--- src/rtl/fan_ctrl_pkg.sv ---
// -----------------------------------------------------------------------------
// fan_ctrl_pkg
// Shared types and default constants for the fan-control tach receive path.
//   tach_state_t          : measurement FSM state (IDLE, COUNT)
//   TACH_*_DEF            : default parameter values for fan_tach_monitor
// No ports (package).
// -----------------------------------------------------------------------------
package fan_ctrl_pkg;

  typedef enum logic [0:0] {
    IDLE  = 1'b0,
    COUNT = 1'b1
  } tach_state_t;

  localparam int unsigned TACH_GATE_CYCLES_DEF  = 100_000_000; // 1 s at 100 MHz
  localparam int unsigned TACH_FILT_CYCLES_DEF  = 8;
  localparam int unsigned TACH_STALL_CYCLES_DEF = 50_000_000;  // 0.5 s at 100 MHz
  localparam int unsigned TACH_CNT_W_DEF        = 16;

endpackage : fan_ctrl_pkg

--- src/rtl/tach_glitch_filter.sv ---
// -----------------------------------------------------------------------------
// tach_glitch_filter
// Two-flop synchronizer, run-length glitch filter and registered rising-edge
// pulse for an asynchronous tach input.
//   clk    : system clock
//   resetn : asynchronous active-low reset
//   din    : raw asynchronous input
//   level  : filtered level (changes only after FILT_CYCLES consecutive
//            synced samples disagree with the current level)
//   rise   : one-cycle pulse on a filtered 0->1 transition
// Input-to-rise latency is 2 (sync) + FILT_CYCLES (filter) + 1 (edge) cycles.
// -----------------------------------------------------------------------------
module tach_glitch_filter #(
  parameter int unsigned FILT_CYCLES = 8
) (
  input  logic clk,
  input  logic resetn,
  input  logic din,
  output logic level,
  output logic rise
);

  localparam int unsigned RUN_W = (FILT_CYCLES < 2) ? 1 : $clog2(FILT_CYCLES + 1);
  localparam logic [RUN_W-1:0] RUN_LAST = RUN_W'(FILT_CYCLES - 1);

  logic [1:0]       sync_q;
  logic             level_q, level_d;
  logic             level_dly_q;
  logic [RUN_W-1:0] run_q, run_d;
  logic             rise_q;

  // The run counter only grows while the synced sample disagrees with the
  // accepted level; the sample that would bring it to FILT_CYCLES commits the
  // new level and restarts the count.
  always_comb begin
    // NOTE: every combinational output gets a default first so no path leaves it unassigned (no latch).
    run_d   = '0;
    level_d = level_q;
    if (sync_q[1] != level_q) begin
      if (run_q == RUN_LAST) begin
        level_d = sync_q[1];
      end else begin
        run_d = run_q + 1'b1;
      end
    end
  end

  // NOTE: every flop, synchronizer included, is cleared by the async reset so the block restarts from a known, edge-free state.
  always_ff @(posedge clk or negedge resetn) begin
    if (!resetn) begin
      sync_q      <= '0;
      level_q     <= 1'b0;
      level_dly_q <= 1'b0;
      run_q       <= '0;
      rise_q      <= 1'b0;
    end else begin
      // NOTE: sequential state uses non-blocking assignments so all flops update from pre-edge values.
      sync_q      <= {sync_q[0], din};
      level_q     <= level_d;
      run_q       <= run_d;
      level_dly_q <= level_q;
      rise_q      <= level_q & ~level_dly_q;
    end
  end

  assign level = level_q;
  assign rise  = rise_q;

endmodule : tach_glitch_filter

--- src/rtl/fan_tach_monitor.sv ---
// -----------------------------------------------------------------------------
// fan_tach_monitor
// Fan tachometer receive path: filters the tach return, counts rising edges
// over a GATE_CYCLES window, publishes the count once per window and flags a
// stalled fan after STALL_CYCLES without an edge.
//   clk         : system clock
//   resetn      : asynchronous active-low reset
//   tach_in     : raw tach input (asynchronous)
//   enable      : measurement enable (synchronous)
//   tach_count  : edge count of the last completed window (saturating)
//   count_valid : one-cycle pulse when tach_count updates
//   overflow    : last completed window saturated the count
//   fan_stall   : no edge for STALL_CYCLES while enabled
// Build option FAN_TACH_INVERT_EN: when defined, tach_in is inverted ahead of
// the synchronizer so falling edges of the pin are counted.
// -----------------------------------------------------------------------------
module fan_tach_monitor
  import fan_ctrl_pkg::*;
#(
  parameter int unsigned GATE_CYCLES  = TACH_GATE_CYCLES_DEF,
  parameter int unsigned FILT_CYCLES  = TACH_FILT_CYCLES_DEF,
  parameter int unsigned STALL_CYCLES = TACH_STALL_CYCLES_DEF,
  parameter int unsigned CNT_W        = TACH_CNT_W_DEF
) (
  input  logic             clk,
  input  logic             resetn,
  input  logic             tach_in,
  input  logic             enable,
  output logic [CNT_W-1:0] tach_count,
  output logic             count_valid,
  output logic             overflow,
  output logic             fan_stall
);

  localparam int unsigned GATE_W = $clog2(GATE_CYCLES);
  localparam int unsigned IDLE_W = $clog2(STALL_CYCLES + 1);

  localparam logic [GATE_W-1:0] GATE_LAST = GATE_W'(GATE_CYCLES - 1);
  localparam logic [IDLE_W-1:0] STALL_MAX = IDLE_W'(STALL_CYCLES);
  localparam logic [CNT_W-1:0]  CNT_MAX   = '1;

  logic tach_raw;
  logic filt_level;
  logic tach_rise;

`ifdef FAN_TACH_INVERT_EN
  assign tach_raw = ~tach_in;
`else
  assign tach_raw = tach_in;
`endif

  tach_glitch_filter #(
    .FILT_CYCLES(FILT_CYCLES)
  ) u_filt (
    .clk   (clk),
    .resetn(resetn),
    .din   (tach_raw),
    .level (filt_level),
    .rise  (tach_rise)
  );

  tach_state_t       state_q, state_d;
  logic [GATE_W-1:0] gate_q,  gate_d;
  logic [CNT_W-1:0]  edge_q,  edge_d;
  logic              sat_q,   sat_d;
  logic [IDLE_W-1:0] idle_q,  idle_d;
  logic [CNT_W-1:0]  count_q, count_d;
  logic              ovf_q,   ovf_d;
  logic              valid_q, valid_d;

  // Edge count including an edge arriving this cycle, saturating at CNT_MAX.
  logic [CNT_W-1:0] edge_inc;
  logic             sat_next;

  always_comb begin
    edge_inc = edge_q;
    sat_next = sat_q;
    if (tach_rise) begin
      if (edge_q == CNT_MAX) begin
        sat_next = 1'b1;
      end else begin
        edge_inc = edge_q + 1'b1;
      end
    end
  end

  // Window counters default to zero, so IDLE and the COUNT->IDLE transition
  // both discard any partial window without extra code.
  always_comb begin
    state_d = state_q;
    gate_d  = '0;
    edge_d  = '0;
    sat_d   = 1'b0;
    idle_d  = '0;
    count_d = count_q;
    ovf_d   = ovf_q;
    valid_d = 1'b0;

    unique case (state_q)
      IDLE: begin
        if (enable) state_d = COUNT;
      end

      COUNT: begin
        if (!enable) begin
          state_d = IDLE;
        end else begin
          // An edge beats the saturating increment, so an edge landing on the
          // cycle idle_cnt would reach STALL_CYCLES prevents the stall.
          if (tach_rise)                idle_d = '0;
          else if (idle_q == STALL_MAX) idle_d = idle_q;
          else                          idle_d = idle_q + 1'b1;

          if (gate_q == GATE_LAST) begin
            // Terminal cycle: an edge here belongs to the closing window.
            count_d = edge_inc;
            ovf_d   = sat_next;
            valid_d = 1'b1;
          end else begin
            gate_d = gate_q + 1'b1;
            edge_d = edge_inc;
            sat_d  = sat_next;
          end
        end
      end

      default: state_d = IDLE;
    endcase
  end

  always_ff @(posedge clk or negedge resetn) begin
    if (!resetn) begin
      state_q <= IDLE;
      gate_q  <= '0;
      edge_q  <= '0;
      sat_q   <= 1'b0;
      idle_q  <= '0;
      count_q <= '0;
      ovf_q   <= 1'b0;
      valid_q <= 1'b0;
    end else begin
      state_q <= state_d;
      gate_q  <= gate_d;
      edge_q  <= edge_d;
      sat_q   <= sat_d;
      idle_q  <= idle_d;
      count_q <= count_d;
      ovf_q   <= ovf_d;
      valid_q <= valid_d;
    end
  end

  assign tach_count  = count_q;
  assign overflow    = ovf_q;
  assign count_valid = valid_q;
  assign fan_stall   = (state_q == COUNT) && (idle_q == STALL_MAX);

endmodule : fan_tach_monitor

--- config.mk ---
export PLATFORM = sky130hd
export DESIGN_NAME = fan_tach_monitor
export DESIGN_NICKNAME = d
export VERILOG_FILES = /design/src/rtl/fan_ctrl_pkg.sv /design/src/rtl/tach_glitch_filter.sv /design/src/rtl/fan_tach_monitor.sv
export SDC_FILE = /design/constraint.sdc
export NUM_CORES = 1
export LEC_CHECK = 0
export CAP_MARGIN = 20
export CORE_ASPECT_RATIO = 1.4
export CORE_UTILIZATION = 44
export DETAILED_ROUTE_END_ITERATION = 7
export HOLD_SLACK_MARGIN = 0.08
export PLACE_DENSITY = 0.67
export SYNTH_ARGS = -nofsm -noshare
export SYNTH_HDL_FRONTEND = slang
export SYNTH_SLANG_ARGS = --single-unit
export TNS_END_PERCENT = 10
--- constraint.sdc ---
create_clock -name clk -period 4 [get_ports clk]
set_clock_uncertainty 0.15 [all_clocks]
set_input_delay 0.8 -clock clk [delete_from_list [all_inputs] [get_ports clk]]
set_output_delay 0.8 -clock clk [all_outputs]
set_load 0.05 [all_outputs]
==> flow_metrics.env, run 1 <==
export IMPL_post_cts_resized=0
export IMPL_synthesis_nets=459
export IMPL_crit_path_start="idle_q[5]$_DFFE_PN0P_"
export IMPL_reg2reg_from="gate_q[8]$_DFF_PN0_"
export IMPL_cts_hold_buffers_added=0
export IMPL_power_share_sequential_pct=51.6
export IMPL_worstPathArrival_ns=2.76
export IMPL_postLayoutCellArea_sq_um=5275
export IMPL_layout_commonest_cell="sky130_fd_sc_hd__dfrtp_1"
export IMPL_max_slew_worst_pin_slew_ns=1.019
export IMPL_critical_path_cell_count=5
export IMPL_worst_path_buf_inv=1
export IMPL_finalWeightedCongestion=0.8295
export IMPL_critical_path_max_stage_delay_ns=0.80
export IMPL_insertedDiodeCount=0
export IMPL_hold_viol=0
export IMPL_die_height_microns=123.5
export IMPL_powerDensity_nw_per_um2=385.3
export IMPL_cp_max_fo=4
export IMPL_route_layer_met1_wl_microns=3839
export IMPL_timing_reg2reg_setup_slack_ns=1.37
export IMPL_clkSlewWorstSetupHoldPaths_ns=0.07
export IMPL_worstSkewPairLatency_ns=0.35
export IMPL_cp_end_kind="output port"
export IMPL_die_width_microns=88.75
export IMPL_status="finished clean"
export IMPL_cpMostUsedCell="sky130_fd_sc_hd__nor4_1"
export IMPL_detail_route_first_pass_iterations=4
export IMPL_min_delay_path_class="flip-flop to flip-flop"
export IMPL_avgSynthCellArea_sq_um=10.30
export IMPL_clkPwrFrac_pct=42.7
export IMPL_layout_cells_most_common_list="sky130_fd_sc_hd__dfrtp_1, sky130_fd_sc_hd__nor2_1, sky130_fd_sc_hd__xor2_1"
export IMPL_comb_power_share_pct=5.8
export IMPL_routed_wl_microns=8772
export IMPL_timing_rr_end="tach_count[3]$_DFFE_PN0P_"
export IMPL_worstRegToRegCells=5
export IMPL_switching_fraction_pct=23.02
export IMPL_critical_path_cell_sequence="nor4_1, nand4_1, nor4_1, and2_1, clkdlybuf4s50_1"
export IMPL_internal_power_mw=1.565
export IMPL_area_growth_pct=13.79
export IMPL_drc_violation_count_after_routing=0
export IMPL_synth_yosys_seq_area_share_pct=52.90
export IMPL_route_met3_wl_microns=200
export IMPL_report_final_slew_viol_count=0
export IMPL_design_die_area_sq_um=10960
export IMPL_initial_utilization_pct=45.03
export IMPL_grt_use_total_pct=17.88
export IMPL_routed_via_count=3290
export IMPL_i_o_pin_count=23
export IMPL_route_met2_wl_microns=4558
export IMPL_placementRows=44
export IMPL_route_antenna_remaining_nets=0
export IMPL_timing_critical_path_required_ns=3.05
export IMPL_vias_in_the_first_global_route=3267
export IMPL_post_route_cells_drive_above_1_share_pct=9.015
export IMPL_via_to_cell_ratio=5.350
export IMPL_worst_setup_path_endpoint="fan_stall"
export IMPL_synth_area_sq_um=4636
export IMPL_cts_buffers_inserted=9
export IMPL_final_period_minus_worst_setup_slack_ns=3.706
export IMPL_cts_max_path_buffers=2
export IMPL_ir_worst_vdd_mv=0.2224
export IMPL_leakagePower_nw=2.200
export IMPL_grt_antenna_before_repair=0
export IMPL_postCtsSetupRepairBufs=0
export IMPL_clock_sink_count=98
export IMPL_drt_initial_drc_count=246
export IMPL_tritoncts="yes"
export IMPL_yosys_cell_types_count=52
export IMPL_slew_limit_headroom_pct=31.90
export IMPL_dpl_hpwl_microns=5897
export IMPL_timing_critical_path_slowest_stage_cell="sky130_fd_sc_hd__clkdlybuf4s50_1"
export IMPL_cts_htree_levels=3
export IMPL_post_synth_inst_count=450
export IMPL_max_freq_mhz=269.9
export IMPL_top_signal_layer_used="met4"
export IMPL_setup_crit_start_kind="flip-flop"
export IMPL_grt_first_pass_wirelength_microns=14950
export IMPL_nets=481
export IMPL_drv_cap=0
export IMPL_grt_start_max_net_pins=99
export IMPL_overflow=0
export IMPL_synth_seq_cells=98
export IMPL_final_cycle_share_pct=92.64
export IMPL_most_used_flip_flop_cell_after_synthesis="sky130_fd_sc_hd__dfrtp_1"
export IMPL_timing_critical_path_max_delay_family="simple AND/OR/NAND/NOR gates"
export IMPL_placeableCoreArea_sq_um=10290
export IMPL_synth_edff_count=0
export IMPL_port_buffer_cells=22
export IMPL_async_reset_ff_share_pct=100.0
export IMPL_setup_viol_count_final=0
export IMPL_critical_path_class="flip-flop to output port"
export IMPL_rsz0062_at_grt="no"
export IMPL_area_of_placed_instances_sq_um=4969
export IMPL_route_detailed_wl_per_inst_microns=14.26
export IMPL_clock_root_buffer="sky130_fd_sc_hd__clkbuf_16"
export IMPL_synth_warning_count=0
export IMPL_n_fill_cell=925
export IMPL_netSwitchingPower_mw=0.4679
export IMPL_final_setup_tns_ns=0
-- power groups by stage --
stage	sequential, mW	clock, mW	combinational (mW)
floorplan	1.06	0	0.0776
global placement	1.06	0	0.117
detailed placement	1.07	0	0.121
CTS	1.05	0.896	0.122
global route	1.05	0.931	0.137
finish	1.05	0.867	0.117
-- area by class of cell --
type                    instances  area [sq um]  share of cell area (%)
clock inverters                 6         62.56                   1.186
inverters                       7         38.79                  0.7353
well taps                     138         172.7                   3.273
multi-input cells             330          2052                   38.90
repair buffers                 26         257.7                   4.886
clock buffers                  10         239.0                   4.530
flip-flops and latches         98          2452                   46.49
-- routing by layer --
| metal | up-vias | GRT usage, % |
|---|---|---|
| li1 | 1603 | - |
| met1 | 1617 | 20.89 |
| met2 | 56 | 30.38 |
| met3 | 14 | 4.272 |
| met4 | 0 | 8.770 |
| met5 | - | 0 |
-- worst min path at each step --
stage / startpoint / cells after the start / to / slack, ns
after floorplan: u_filt.sync_q[0]$_DFF_PN0_ / 0 / u_filt.sync_q[1]$_DFF_PN0_ / 0.18
final: u_filt.sync_q[0]$_DFF_PN0_ / 0 / u_filt.sync_q[1]$_DFF_PN0_ / 0.20
after CTS: u_filt.sync_q[0]$_DFF_PN0_ / 0 / u_filt.sync_q[1]$_DFF_PN0_ / 0.20
after detailed placement: u_filt.sync_q[0]$_DFF_PN0_ / 0 / u_filt.sync_q[1]$_DFF_PN0_ / 0.19
after global placement: u_filt.sync_q[0]$_DFF_PN0_ / 0 / u_filt.sync_q[1]$_DFF_PN0_ / 0.18
after global routing: u_filt.sync_q[0]$_DFF_PN0_ / 0 / u_filt.sync_q[1]$_DFF_PN0_ / 0.22
-- synthesized netlist by cell type, drive strengths merged (2+ instances only) --
library cell  instances  area, sq um
a31o                  2        17.52
nor2                 74        277.8
mux2i                 3        30.03
nand4                20        131.4
nand3                30        155.1
ha                    5        62.56
nor4b                 2        17.52
inv                   6        22.52
xor2                 39        341.6
and4                  8        71.32
a21oi                10        50.05
dfrtp                98         2452
nor3                  3        15.01
and3                  9        56.30
xnor2                12        105.1
buf                   7        61.30
nor2b                 7        43.79
o31ai                 2        20.02
a31oi                 7        43.79
or4                   2        18.77
mux2                  4        56.30
clkbuf                8        31.28
and2                  8        50.05
nor4                 11        117.6
o21bai                2        15.01
nand3b                2        15.01
or3                   4        25.02
nand2                38        142.6
o21ai                17        92.59
a21o                  2        15.01
-- flip-flops by register name, summed over array words and instances, names as in the netlist, 2 cells and up --
name	count
idle_q	26
edge_q	16
gate_q	27
u_filt.run_q	4
tach_count	16
u_filt.sync_q	2
-- through the flow --
stage / setup WS, ns / std cells / utilization (%) / total power [mW] / hold WS [ns]
final: 0.2945 / 615 / 51.24 / 2.033 / 0.2001
after global routing: 0.2467 / 615 / 51.24 / 2.120 / 0.2159
after CTS: 0.2937 / 614 / 51.19 / 2.066 / 0.2015
after detailed placement: 0.6876 / 598 / 48.26 / 1.188 / 0.1864
after global placement: 0.7090 / 598 / 48.26 / 1.182 / 0.1828
after floorplan: 1.468 / 450 / - / 1.138 / 0.1812
-- cells by family (layout without fill, tap and decap cells) --
| kind of cell | after synthesis | after routing | share of synthesized area (%) |
|---|---|---|---|
| multiplexers | 7 | 7 | 1.862 |
| AND/OR/NAND/NOR | 223 | 223 | 25.40 |
| buffers and inverters | 22 | 49 | 2.834 |
| flip-flops | 98 | 98 | 52.90 |
| AO/OA/AOI/OAI | 44 | 44 | 6.019 |
| adder cells (fa/ha/maj) | 5 | 5 | 1.350 |
| XOR/XNOR | 51 | 51 | 9.636 |
No activity file was read; power rests on OpenSTA's default activity.
==> inputs of run 2 (changes only) <==
SETUP_SLACK_MARGIN = 0.3   (was not set)
==> flow_metrics.env, run 2 (synthesized netlist as in run 1, its figures left out) <==
export IMPL_dpl_hpwl_microns=5897
export IMPL_initial_utilization_pct=45.03
export IMPL_via_to_cell_ratio=5.366
export IMPL_worstRegToRegCells=5
export IMPL_hold_path_startpoint="u_filt.sync_q[0]$_DFF_PN0_"
export IMPL_drv_cap=0
export IMPL_setup_crit_start_kind="flip-flop"
export IMPL_route_detailed_wl_per_inst_microns=14.26
export IMPL_holdPathStages=0
export IMPL_status="finished clean"
export IMPL_met3_usage_pct=4.272
export IMPL_placementRows=44
export IMPL_die_height_microns=123.5
export IMPL_drc_violation_count_after_routing=0
export IMPL_drt_initial_drc_count=246
export IMPL_cts_buffers_inserted=9
export IMPL_grt_start_max_net_pins=99
export IMPL_cp_end_kind="output port"
export IMPL_route_antenna_remaining_nets=0
export IMPL_timing_critical_path_slowest_stage_cell="sky130_fd_sc_hd__dlygate4sd2_1"
export IMPL_clock_root_buffer="sky130_fd_sc_hd__clkbuf_16"
export IMPL_routed_via_count=3300
export IMPL_overflow=0
export IMPL_critical_path_cell_sequence="nor4_1, nand4_1, nor4_1, and2_1, dlygate4sd2_1"
export IMPL_n_fill_cell=925
export IMPL_biggest_registers_after_layout="gate_q (27), idle_q (26)"
export IMPL_grt_antenna_before_repair=0
export IMPL_layout_commonest_cell="sky130_fd_sc_hd__dfrtp_1"
export IMPL_detail_route_first_pass_iterations=5
export IMPL_tritoncts="yes"
export IMPL_cts_max_path_buffers=2
export IMPL_max_slew_worst_pin_slew_ns=1.013
export IMPL_setup_viol_count_final=0
export IMPL_min_delay_worst_endpoint="u_filt.sync_q[1]$_DFF_PN0_"
export IMPL_placeableCoreArea_sq_um=10290
export IMPL_ir_worst_vdd_mv=0.2221
export IMPL_report_final_slew_viol_count=0
export IMPL_design_die_area_sq_um=10960
export IMPL_cts_htree_levels=3
export IMPL_i_o_pin_count=23
export IMPL_cp_max_fo=4
export IMPL_grt_util_met2_pct=30.38
export IMPL_clkSlewWorstSetupHoldPaths_ns=0.07
export IMPL_max_freq_mhz=291.6
export IMPL_hold_viol=0
export IMPL_final_cycle_share_pct=85.72
export IMPL_worstPathArrival_ns=2.48
export IMPL_powerDensity_nw_per_um2=385.4
export IMPL_nets=481
export IMPL_timing_critical_path_required_ns=3.05
export IMPL_final_period_minus_worst_setup_slack_ns=3.429
export IMPL_critical_path_class="flip-flop to output port"
export IMPL_min_delay_path_class="flip-flop to flip-flop"
export IMPL_slew_limit_headroom_pct=32.29
export IMPL_post_route_cells_drive_above_1_share_pct=9.015
export IMPL_grt_use_total_pct=17.88
export IMPL_port_buffer_cells=22
export IMPL_gr_max_usage_layer="met2"
export IMPL_critical_path_max_stage_delay_ns=0.53
export IMPL_insertedDiodeCount=0
export IMPL_die_width_microns=88.75
export IMPL_routed_wl_microns=8768
export IMPL_post_route_util_pct=51.23
export IMPL_area_growth_pct=13.77
export IMPL_worstSkewPairLatency_ns=0.34
export IMPL_reg2reg_from="gate_q[8]$_DFF_PN0_"
export IMPL_finalWeightedCongestion=0.8295
export IMPL_registers_top_by_ff_count="gate_q"
export IMPL_rsz0062_at_grt="no"
export IMPL_cpMostUsedCell="sky130_fd_sc_hd__nor4_1"
export IMPL_cts_hold_buffers_added=0
export IMPL_layout_cells_most_common_list="sky130_fd_sc_hd__dfrtp_1, sky130_fd_sc_hd__nor2_1, sky130_fd_sc_hd__xor2_1"
export IMPL_timing_reg2reg_setup_slack_ns=1.37
export IMPL_timing_rr_end="tach_count[3]$_DFFE_PN0P_"
export IMPL_grt_first_pass_wirelength_microns=14950
export IMPL_leakagePower_nw=2.205
export IMPL_vias_in_the_first_global_route=3267
export IMPL_final_setup_tns_ns=0
export IMPL_clock_sink_count=98
export IMPL_grt_use_met1_pct=20.89
export IMPL_largest_register_ffs=27
[run 2: layout make-up]
| type | instances | area, sq um | share of cell area, % |
|---|---|---|---|
| clock inverter | 6 | 62.56 | 1.186 |
| inverter | 7 | 38.79 | 0.7355 |
| timing repair buffer | 26 | 256.5 | 4.864 |
| multi-input combinational | 330 | 2052 | 38.91 |
| tap | 138 | 172.7 | 3.274 |
| sequential | 98 | 2452 | 46.50 |
| clock buffer | 10 | 239.0 | 4.531 |
[run 2: where the power goes]
part | internal, mW | switching [mW] | leakage, nW
clock network | 0.503 | 0.365 | 0.153
logic | 0.0405 | 0.0764 | 0.694
registers | 1.02 | 0.0266 | 1.36
[run 2: worst max-delay path by stage]
stage               cells past startpoint         to                   start  slack (ns)
floorplan                               4  fan_stall  idle_q[18]$_DFFE_PN0P_        1.47
global placement                        5  fan_stall   idle_q[4]$_DFFE_PN0P_        0.71
detailed placement                      5  fan_stall   idle_q[4]$_DFFE_PN0P_        0.69
CTS                                     5  fan_stall   idle_q[5]$_DFFE_PN0P_        0.57
global route                            5  fan_stall   idle_q[4]$_DFFE_PN0P_        0.52
finish                                  5  fan_stall   idle_q[5]$_DFFE_PN0P_        0.57
[run 2: layer usage]
metal,vias to the layer above,share of wire (%)
met5,-,0
met4,0,2.0
met3,14,2.5
met2,57,52
met1,1625,44
li1,1604,-
[run 2: per-stage QoR]
stage | power, mW | hold WS, ns | setup WS (ns) | instance area [sq um] | std cells
global placement | 1.182 | 0.1828 | 0.7090 | 4969 | 598
global route | 2.120 | 0.2159 | 0.5248 | 5274 | 615
detailed placement | 1.188 | 0.1864 | 0.6876 | 4969 | 598
CTS | 2.066 | 0.2015 | 0.5718 | 5269 | 614
finish | 2.032 | 0.2002 | 0.5711 | 5274 | 615
floorplan | 1.138 | 0.1812 | 1.468 | 4636 | 450
[run 2: repair_timing]
item / in CTS / in global routing
setup endpoints to repair: 1 / 0
resized for setup: 1 / 0
setup buffers: 0 / 0
hold endpoints to repair: 0 / 0
[run 2: critical path: cells and delay by family, from the launching register on]
family / cells / cell delay [ns]
flops: 1 / 0.42
simple gates: 4 / 1.19
buf+inv: 1 / 0.53
==> inputs of run 3 (changes only) <==
ABC_AREA = 1   (was not set)
==> flow_metrics.env, run 3 <==
export IMPL_status="finished clean"
export IMPL_registers_top_by_ff_count="gate_q"
export IMPL_vias_in_the_first_global_route=4646
export IMPL_grt_first_pass_wirelength_microns=21160
export IMPL_synth_yosys_seq_area_share_pct=45.29
export IMPL_routed_wl_microns=12620
export IMPL_placeableCoreArea_sq_um=11940
export IMPL_synth_edff_count=0
export IMPL_post_synth_inst_count=770
export IMPL_cts_htree_levels=3
export IMPL_synth_seq_cells=98
export IMPL_grt_antenna_before_repair=0
export IMPL_setup_viol_count_final=0
export IMPL_most_common_cell_in_the_netlist="sky130_fd_sc_hd__nand2_1"
export IMPL_final_period_minus_worst_setup_slack_ns=3.158
export IMPL_finalWeightedCongestion=0.8832
export IMPL_timing_critical_path_required_ns=3.05
export IMPL_area_growth_pct=12.25
export IMPL_timing_critical_path_slowest_stage_cell="sky130_fd_sc_hd__dlymetal6s2s_1"
export IMPL_avgSynthCellArea_sq_um=7.033
export IMPL_worst_setup_path_endpoint="fan_stall"
export IMPL_synth_area_top_cells="sky130_fd_sc_hd__dfrtp_1, sky130_fd_sc_hd__nand2_1, sky130_fd_sc_hd__nor2_1"
export IMPL_min_delay_path_class="flip-flop to flip-flop"
export IMPL_overflow=0
export IMPL_via_to_cell_ratio=5.094
export IMPL_die_height_microns=133.3
export IMPL_final_cycle_share_pct=78.95
export IMPL_die_width_microns=95.76
export IMPL_critical_path_class="flip-flop to output port"
export IMPL_yosys_cell_types_count=30
export IMPL_route_detailed_wl_per_inst_microns=13.28
export IMPL_grt_use_total_pct=21.25
export IMPL_routed_via_count=4839
export IMPL_synth_top_area_cell="sky130_fd_sc_hd__dfrtp_1"
export IMPL_critical_path_max_stage_delay_ns=0.42
export IMPL_initial_utilization_pct=45.36
export IMPL_i_o_pin_count=23
export IMPL_rsz0062_at_grt="no"
export IMPL_port_buffer_cells=22
export IMPL_clock_sink_count=98
export IMPL_synth_area_sq_um=5415
export IMPL_detail_route_first_pass_iterations=4
export IMPL_holdWs_ns=0.2019
export IMPL_dpl_hpwl_microns=9655
export IMPL_leakagePower_nw=2.781
export IMPL_placementRows=47
export IMPL_slew_limit_headroom_pct=48.33
export IMPL_route_antenna_remaining_nets=0
export IMPL_setup_crit_start_kind="flip-flop"
export IMPL_cts_max_path_buffers=2
export IMPL_layout_cells_most_common_list="sky130_fd_sc_hd__nand2_1, sky130_fd_sc_hd__nor2_1, sky130_fd_sc_hd__dfrtp_1"
export IMPL_cts_buffers_inserted=9
export IMPL_ys_top_cells_by_count="sky130_fd_sc_hd__nand2_1, sky130_fd_sc_hd__nor2_1, sky130_fd_sc_hd__dfrtp_1, sky130_fd_sc_hd__inv_1, sky130_fd_sc_hd__nand3_1"
export IMPL_grt_start_max_net_pins=61
export IMPL_cpMostUsedCell="sky130_fd_sc_hd__nand2_1"
export IMPL_final_setup_tns_ns=0
export IMPL_most_used_flip_flop_cell_after_synthesis="sky130_fd_sc_hd__dfrtp_1"
export IMPL_design_die_area_sq_um=12760
export IMPL_tritoncts="yes"
export IMPL_postCtsSetupRepairBufs=0
export IMPL_drv_cap=0
export IMPL_cp_max_fo=6
export IMPL_nets=807
export IMPL_clock_root_buffer="sky130_fd_sc_hd__clkbuf_16"
export IMPL_n_fill_cell=1191
export IMPL_layout_commonest_cell="sky130_fd_sc_hd__nand2_1"
export IMPL_synthesis_nets=779
export IMPL_async_reset_ff_share_pct=100.0
export IMPL_report_final_slew_viol_count=0
export IMPL_powerDensity_nw_per_um2=337.3
export IMPL_clkSlewWorstSetupHoldPaths_ns=0.07
export IMPL_cp_end_kind="output port"
export IMPL_post_route_util_pct=50.92
export IMPL_biggest_registers_after_layout="gate_q (27), idle_q (26)"
export IMPL_drc_violation_count_after_routing=0
export IMPL_critical_path_cell_sequence="nand2_1, nor2_1, nand2_1, nor3_1, nand2_1, nor2_1, dlymetal6s2s_1"
export IMPL_max_freq_mhz=316.7
export IMPL_worstRegToRegCells=9
export IMPL_synth_top_cell_area_share_pct=45.29
export IMPL_ir_worst_vdd_mv=0.2724
export IMPL_worstPathArrival_ns=2.21
export IMPL_hold_viol=0
export IMPL_worstSkewPairLatency_ns=0.34
export IMPL_post_route_cells_drive_above_1_share_pct=4.608
export IMPL_timing_reg2reg_setup_slack_ns=1.63
export IMPL_timing_rr_end="tach_count[10]$_DFFE_PN0P_"
export IMPL_drt_initial_drc_count=223
export IMPL_crit_path_start="idle_q[14]$_DFFE_PN0P_"
export IMPL_insertedDiodeCount=0
export IMPL_max_slew_worst_pin_slew_ns=0.7751
export IMPL_largest_register_ffs=27
export IMPL_synth_warning_count=0
export IMPL_reg2reg_from="gate_q[0]$_DFF_PN0_"
## run 3: worst max-delay path, delay by kind of cell (launching register included)
kind	cells	cell delay (ns)
buf+inv	1	0.42
flops	1	0.41
simple gates	6	1.03
## run 3: metal layers
metal,GRT usage (%),vias up,wire length (microns)
li1,-,2464,-
met1,25.85,2279,5481
met2,37.74,74,6540
met3,3.311,22,365
met4,6.799,0,229
met5,0,-,0
## run 3: metrics by stage
| stage | instances | setup slack, ns | instance area, sq um | total power, mW |
|---|---|---|---|---|
| after floorplan | 770 | 1.352 | 5415 | 1.149 |
| after global placement | 934 | 0.8959 | 5779 | 1.207 |
| after detailed placement | 934 | 0.8560 | 5779 | 1.213 |
| after CTS | 950 | 0.4719 | 6076 | 2.076 |
| after global routing | 950 | 0.6516 | 6078 | 2.140 |
| final | 950 | 0.8420 | 6078 | 2.050 |
## run 3: area by class of cell
class	count	area [sq um]	share of cell area, %
sequential	98	2452	40.35
timing repair buffer	26	250.2	4.117
tap	147	183.9	3.026
multi-input combinational	566	2531	41.64
inverter	97	364.1	5.990
clock inverter	6	67.56	1.112
clock buffer	10	229.0	3.767
## run 3: timing repair
action	CTS	global route
gates resized for setup	0	1
hold buffers	0	0
setup endpoints to repair	0	1
## run 3: cell families after synthesis
logic type | Yosys count | share of synthesized area (%)
xor+xnor | 14 | 2.264
flops | 98 | 45.29
simple gates | 500 | 38.82
compound gates | 47 | 4.506
buf+inv | 106 | 7.971
fa+ha+maj | 5 | 1.155
## run 3: report_power, final
group / switching, mW / leakage [nW] / internal (mW)
combinational: 0.0976 / 1.29 / 0.0402
clock: 0.373 / 0.139 / 0.486
sequential: 0.0346 / 1.36 / 1.02
total: 0.505 / 2.78 / 1.54
## run 3: worst min path at each step
stage / startpoint / end / slack, ns / depth (start not counted)
floorplan: u_filt.sync_q[0]$_DFF_PN0_ / u_filt.sync_q[1]$_DFF_PN0_ / 0.18 / 0
global placement: u_filt.sync_q[0]$_DFF_PN0_ / u_filt.sync_q[1]$_DFF_PN0_ / 0.19 / 0
detailed placement: u_filt.sync_q[0]$_DFF_PN0_ / u_filt.sync_q[1]$_DFF_PN0_ / 0.19 / 0
CTS: u_filt.sync_q[0]$_DFF_PN0_ / u_filt.sync_q[1]$_DFF_PN0_ / 0.21 / 0
global route: u_filt.sync_q[0]$_DFF_PN0_ / u_filt.sync_q[1]$_DFF_PN0_ / 0.22 / 0
finish: u_filt.sync_q[0]$_DFF_PN0_ / u_filt.sync_q[1]$_DFF_PN0_ / 0.20 / 0
